### src/rtl/bias_relu_stage.sv
// bias_relu_stage: post-processing stage behind the matrix-multiply engine.
// It takes the row-major result stream, adds a per-column bias, rescales,
// applies ReLU and saturation, and writes the result to the activation buffer.
// The pipeline has four register stages: capture, wait-for-bias, sum, output.
module bias_relu_stage #(
   parameter int DATA_W    = 32,
   parameter int ADDR_W    = 16,
   parameter int DIM_W     = 10,
   parameter int FRAC_BITS = 0,
   parameter int RELU_EN   = 1
) (
   input  logic              clk,
   input  logic              rst_n,
   input  logic              start,
   input  logic [DIM_W-1:0]  m,
   input  logic [DIM_W-1:0]  n,
   input  logic              in_valid,
   input  logic [ADDR_W-1:0] in_addr,
   input  logic [DATA_W-1:0] in_data,
   input  logic              mm_done,
   output logic [DIM_W-1:0]  bias_addr,
   input  logic [DATA_W-1:0] bias_data,
   output logic [ADDR_W-1:0] out_addr,
   output logic [DATA_W-1:0] out_data,
   output logic              out_we,
   output logic              done,
   output logic              err
);

   localparam int CNT_W = 2 * DIM_W;

   // Saturation limits expressed at the widened sum precision.
   localparam logic signed [DATA_W:0] MAX_V = {2'b00, {(DATA_W-1){1'b1}}};
   localparam logic signed [DATA_W:0] MIN_V = {2'b11, {(DATA_W-1){1'b0}}};

   typedef enum logic [1:0] {
      IDLE,
      RUN,
      DRAIN,
      FINISH
   } state_t;

   state_t            state;
   logic [DIM_W-1:0]  n_lat;
   logic [DIM_W-1:0]  col;
   logic [CNT_W-1:0]  total;
   logic [CNT_W-1:0]  cnt;

   // Stage 0: word captured when accepted; the bias read is launched at the same edge.
   logic              p0_valid;
   logic [DATA_W-1:0] p0_data;
   logic [ADDR_W-1:0] p0_addr;

   // Stage 1: data held one more cycle while the bias RAM responds.
   logic              p1_valid;
   logic [DATA_W-1:0] p1_data;
   logic [ADDR_W-1:0] p1_addr;

   // Stage 2: full-precision bias sum.
   logic              p2_valid;
   logic signed [DATA_W:0] p2_sum;
   logic [ADDR_W-1:0] p2_addr;

   logic              accept;
   logic              pipe_empty;
   logic signed [DATA_W:0] shifted;
   logic [DATA_W-1:0] sat_value;

   // A word enters the pipeline only while running and before the pass is full.
   assign accept     = (state == RUN) && in_valid && (cnt != total);
   assign pipe_empty = !p0_valid && !p1_valid && !p2_valid && !out_we;

   // Pass control: start latching, counters, error detection and done signalling.
   always_ff @(posedge clk or negedge rst_n) begin
      if (!rst_n) begin
         state <= IDLE;
         n_lat <= '0;
         col   <= '0;
         total <= '0;
         cnt   <= '0;
         done  <= 1'b0;
         err   <= 1'b0;
      end else begin
         case (state)
            IDLE: begin
               if (start) begin
                  n_lat <= n;
                  total <= {{DIM_W{1'b0}}, m} * {{DIM_W{1'b0}}, n};
                  col   <= '0;
                  cnt   <= '0;
                  done  <= 1'b0;
                  err   <= 1'b0;
                  state <= RUN;
               end
            end
            RUN: begin
               if (in_valid) begin
                  if (cnt == total) begin
                     err <= 1'b1;
                  end else begin
                     if (CNT_W'(in_addr) != cnt) begin
                        err <= 1'b1;
                     end
                     cnt <= cnt + CNT_W'(1);
                     if (col == n_lat - DIM_W'(1)) begin
                        col <= '0;
                     end else begin
                        col <= col + DIM_W'(1);
                     end
                  end
               end
               if (cnt == total) begin
                  state <= DRAIN;
               end else if (mm_done) begin
                  err   <= 1'b1;
                  state <= DRAIN;
               end
            end
            DRAIN: begin
               if (pipe_empty) begin
                  done  <= 1'b1;
                  state <= FINISH;
               end
            end
            FINISH: begin
               state <= IDLE;
            end
            default: begin
               state <= IDLE;
            end
         endcase
      end
   end

   // Rescale, then clamp: negatives go to zero under ReLU, otherwise saturate both ends.
   always_comb begin
      shifted = p2_sum >>> FRAC_BITS;
      if ((RELU_EN != 0) && shifted[DATA_W]) begin
         sat_value = '0;
      end else if (shifted > MAX_V) begin
         sat_value = MAX_V[DATA_W-1:0];
      end else if (shifted < MIN_V) begin
         sat_value = MIN_V[DATA_W-1:0];
      end else begin
         sat_value = shifted[DATA_W-1:0];
      end
   end

   // Datapath pipeline: capture, bias wait, sum, and registered activation write.
   always_ff @(posedge clk or negedge rst_n) begin
      if (!rst_n) begin
         p0_valid  <= 1'b0;
         p0_data   <= '0;
         p0_addr   <= '0;
         p1_valid  <= 1'b0;
         p1_data   <= '0;
         p1_addr   <= '0;
         p2_valid  <= 1'b0;
         p2_sum    <= '0;
         p2_addr   <= '0;
         bias_addr <= '0;
         out_we    <= 1'b0;
         out_data  <= '0;
         out_addr  <= '0;
      end else begin
         p0_valid <= accept;
         if (accept) begin
            p0_data   <= in_data;
            p0_addr   <= ADDR_W'(cnt);
            bias_addr <= col;
         end

         p1_valid <= p0_valid;
         if (p0_valid) begin
            p1_data <= p0_data;
            p1_addr <= p0_addr;
         end

         p2_valid <= p1_valid;
         if (p1_valid) begin
            p2_sum  <= {p1_data[DATA_W-1], p1_data} + {bias_data[DATA_W-1], bias_data};
            p2_addr <= p1_addr;
         end

         out_we <= p2_valid;
         if (p2_valid) begin
            out_data <= sat_value;
            out_addr <= p2_addr;
         end
      end
   end

endmodule

### config.mk
export PLATFORM = sky130hd
export DESIGN_NAME = bias_relu_stage
export DESIGN_NICKNAME = d
export VERILOG_FILES = /design/src/rtl/bias_relu_stage.sv
export SDC_FILE = /design/constraint.sdc
export NUM_CORES = 1
export LEC_CHECK = 0
export BUFFER_PORTS_ARGS = -buffer_cell sky130_fd_sc_hd__buf_2
export CORE_MARGIN = 2
export CORE_UTILIZATION = 60
export CTS_CLUSTER_DIAMETER = 50
export DETAILED_ROUTE_END_ITERATION = 8
export GPL_TIMING_DRIVEN = 1
export PLACE_DENSITY = 0.81
export RECOVER_POWER = 25
export SYNTH_ARGS = -nofsm -noshare
export SYNTH_HDL_FRONTEND = slang
export SYNTH_SLANG_ARGS = --single-unit
export TNS_END_PERCENT = 20
### constraint.sdc
create_clock -name clk -period 3.8 [get_ports clk]
set_input_delay 0.76 -clock clk [delete_from_list [all_inputs] [get_ports clk]]
set_output_delay 0.76 -clock clk [all_outputs]
set_load 0.005 [all_outputs]
==> implementation parameters <==
Parameter                              Value

Placement
  Port Buf Inserts    165
  Placed instance count    2,113
  Half-perimeter wire length after detailed placement    28,900 um
  Weighted congestion at the end of routability-driven global placement    0.917

Setup path
  Kind of cell with the highest combined delay on the critical path    adder cells
  Most used cell, CP    fa_1
  Endpoint type of the worst setup path    flip-flop
  Cell with the largest stage delay on the worst path    fa_1
  Arr. time, crit path    5.07 ns
  Crit-path max FO    5
  Delay of the slowest critical-path stage    0.54 ns
  Critical path startpoint category    primary input
  CP cell instances    buf_4 > buf_6 > and2_1 > fa_1 > fa_1 > fa_1 > fa_1 > ha_1 > ha_1 > buf_4 > nand4_1 > or3_4 > a21oi_2 > a2111oi_2 > a211o_1
  Count of buffer and inverter cells on the critical path    3
  CP required    4.23 ns
  Category of the critical setup timing path    in -> reg

Clock tree
  Count of hold buffers inserted by post-cts repair    0
  Clock tree from TritonCTS    built
  Maximum level of the CTS H-tree    1
  Number of sinks driven by the clock tree    271
  Clock-pin slew on the worst setup and hold paths    0.06 ns
  Number of buffers inserted during clock tree synthesis    31
  Clock tree root driver cell    clkbuf_16
  Worst-skew pair later-pin latency    between 0.5 and 0.6 ns
  Clock Tree Buf Depth    3

Pwr
  VDD IR max    0.447 mV
  Pleak    9.59 nW
  Power consumption    15.2 mW
  Power density over the cells    approximately 770 mW/mm^2

Run
  Max cap viols    3

Die
  Vertical extent of the die    171 um
  Chip Width    171 um
  Starting utilization of the core area    0.605
  Die area    approximately 0.03 mm^2
  Cell row count    61
  Core Box Area    0.0276 mm^2
  Total I/O pin count    166

Logic synthesis
  Most used DFF post-synth    dfrtp_1
  Cell area after technology mapping    around 0.017 mm^2
  Synthesized area divided by synthesized cell count    10.7 um^2
  Count of cell types in the netlist    69
  Dominant cell type by area after synthesis    dfrtp_1
  Fraction of the yosys area taken by sequential cells    0.407
  Synthesis warning total    0
  Register bit count reported by yosys    271
  Post-synthesis async set-or-reset flop share    1.00
  Most frequent cells after synthesis    dfrtp_1 (271), mux2_2 (193), nand2_1 (115), nor2_1 (108), inv_1 (98)
  Proportion of netlist area held by the largest area contributor    0.407
  Syn Nets    1,822
  Largest cells by area after synthesis    dfrtp_1 (41%), mux2_2 (13%), fa_1 (7.6%), ha_1 (7.0%), nand2_1 (2.6%)
  EDFF count, synth    0
  Most used standard cell by instance count after synthesis    dfrtp_1
  Post-Syn Instances    1,561

Drt
  Average wire per cell in the routed design    18.1 um
  DRT Wirelength    39,500 um
  Number of DRC markers in iteration 0    905
  DR vias    12,555
  # DRC    0
  Routed vias/inst    around 5.8
  First-pass detailed-route iteration total    6
  Antenna Nets Post-Route    0

Worst hold path
  Hold WC Path Type    in -> reg

Timing
  Worst clock skew    0.0219 ns
  Setup violation total in the final timing report    13
  Final Slew Violations    around 230
  Final critical delay including setup and external delays    around 4.6 ns
  Max Fclk    0.216 GHz
  Final period utilization    1.22
  Final number of hold-violating endpoints    0
  Transition at the pin with the smallest max-transition slack    3.17 ns
  RSZ-0062 raised after global routing    yes
  Relative slew slack    -1.11
  Worst Slack Setup Final    -0.838 ns

Outcome
  Result of the run    finished with violations
  Violations in the final reports    capacitance limit, slew limit, setup timing

Global route
  Global-route wire length before repair    64,600 um
  Vias in the first global route    12,822
  Antenna violations before repair    5
  Congestion Overflow GR    0
  Pin count of the biggest net entering global routing    127
  Total global-route track usage    0.276

Final layout
  Post-Layout Cell Count    between 2,000 and 2,500
  Final #Nets    2,032
  Fraction of layout instances using a drive strength above 1    0.310
  Number of filler instances in the final layout    between 1,500 and 2,000
  Area overhead of the layout relative to synthesis    18.8%
-- flip-flops by register name (all words and copies together), names as in the netlist --
signal     flops
p1_data       32
p1_addr       16
n_lat         10
p0_data       32
p2_addr       16
p0_addr       16
col           10
err            1
state          2
out_data      32
cnt           20
p1_valid       1
bias_addr     10
total         20
done           1
p0_valid       1
p2_valid       1
out_we         1
out_addr      16
p2_sum        33
-- power breakdown --
group	leakage, nW	total, mW	switching [mW]	internal (mW)
sequential	3.46	4.64	0.781	3.86
clock	0.543	3.19	1.24	1.95
combinational	5.59	7.37	3.78	3.59
total	9.59	15.2	5.79	9.41
-- worst register-to-register path, delay by kind of cell (launching register included) --
| kind | cells | cell delay, ns |
|---|---|---|
| XOR/XNOR | 1 | 0.18 |
| AO/OA/AOI/OAI | 4 | 1.29 |
| flip-flops | 1 | 0.64 |
| AND/OR/NAND/NOR | 2 | 0.53 |
| buffers and inverters | 1 | 0.36 |
-- final timing paths --
kind / cells past startpoint / end / slack (ns) / start
setup / recovery: 15 / total[19]$_DFFE_PN0P_ / -0.84 / m[4]
hold / removal: 2 / p0_data[20]$_DFFE_PN0P_ / 0.43 / in_data[20]
setup reg to reg: 8 / col[8]$_DFFE_PN0P_ / 0.74 / cnt[0]$_DFFE_PN0P_
hold reg to reg: 2 / p1_data[1]$_DFFE_PN0P_ / 0.49 / p0_data[1]$_DFFE_PN0P_
max in group asynchronous: 2 / n_lat[5]$_DFFE_PN0P_ / 0.43 / rst_n
min in group asynchronous: 1 / out_data[14]$_DFFE_PN0P_ / 1.19 / rst_n
-- placed cells by master (no fill, tap or decap), types with 10 or more instances in the layout --
cell type  count
o21a_1        17
o31ai_1       12
nand2_1      106
buf_2        150
nand4_1       15
fa_1          60
buf_6         15
xnor2_1       42
o21bai_1      10
nand3_1       26
a21o_1        15
o21ai_0       41
o21ai_1       12
xor2_1        48
nor3_1        11
a31oi_1       15
and2_1        66
nor2_1       108
mux2_2       193
a21oi_1       51
clkbuf_16     31
buf_4         86
inv_1         94
ha_1          87
and3_1        13
dfrtp_1      268
o2111ai_1     12
-- routing by layer --
| layer | track usage | vias to the layer above | share of wire |
|---|---|---|---|
| met2 | 0.485 | 409 | 0.50 |
| li1 | - | 5861 | - |
| met1 | 0.357 | 6196 | 0.42 |
| met3 | 0.0340 | 87 | 0.053 |
| met4 | 0.0877 | 2 | 0.029 |
| met5 | 0 | - | 0.00035 |
-- what timing repair did --
action	4_1_cts	5_1_grt
endpoints found under the setup margin	13	14
gates cloned	0	0
pin swaps	17	3
buffers inserted	3	0
resized for setup	49	5
endpoints found under the hold margin	0	0
-- cell type report --
class | count | area (um^2) | share of cell area
tap | 378 | 473 | 0.0239
sequential | 271 | 6790 | 0.343
clock buffer | 37 | 848 | 0.0428
timing repair buffer | 257 | 1620 | 0.0820
multi-input combinational | 1112 | 9420 | 0.476
inverter | 98 | 368 | 0.0186
clock inverter | 19 | 270 | 0.0137
antenna | 4 | 10.0 | 0.000506
-- per-stage QoR --
step | hold slack (ns) | area, um^2 | util | setup slack (ns) | TNS (ns)
detailed placement | 0.476 | 18500 | 0.672 | -1.58 | -17.52
floorplan | 0.352 | 16900 | - | -1.29 | -12.06
finish | 0.433 | 19800 | 0.719 | -0.838 | -7.44
global placement | 0.463 | 18500 | 0.672 | -1.51 | -16.74
CTS | 0.346 | 19800 | 0.718 | -0.847 | -7.19
global route | 0.429 | 19800 | 0.719 | -1.06 | -18.68
-- cells by family after synthesis --
group	after synthesis	synth area share
adder cells (fa/ha/maj)	156	0.145
flip-flops	271	0.407
AO/OA/AOI/OAI	260	0.105
multiplexers	198	0.133
AND/OR/NAND/NOR	407	0.120
XOR/XNOR	91	0.0478
buffers and inverters	178	0.0413
No activity file was read; power rests on OpenSTA's default activity.
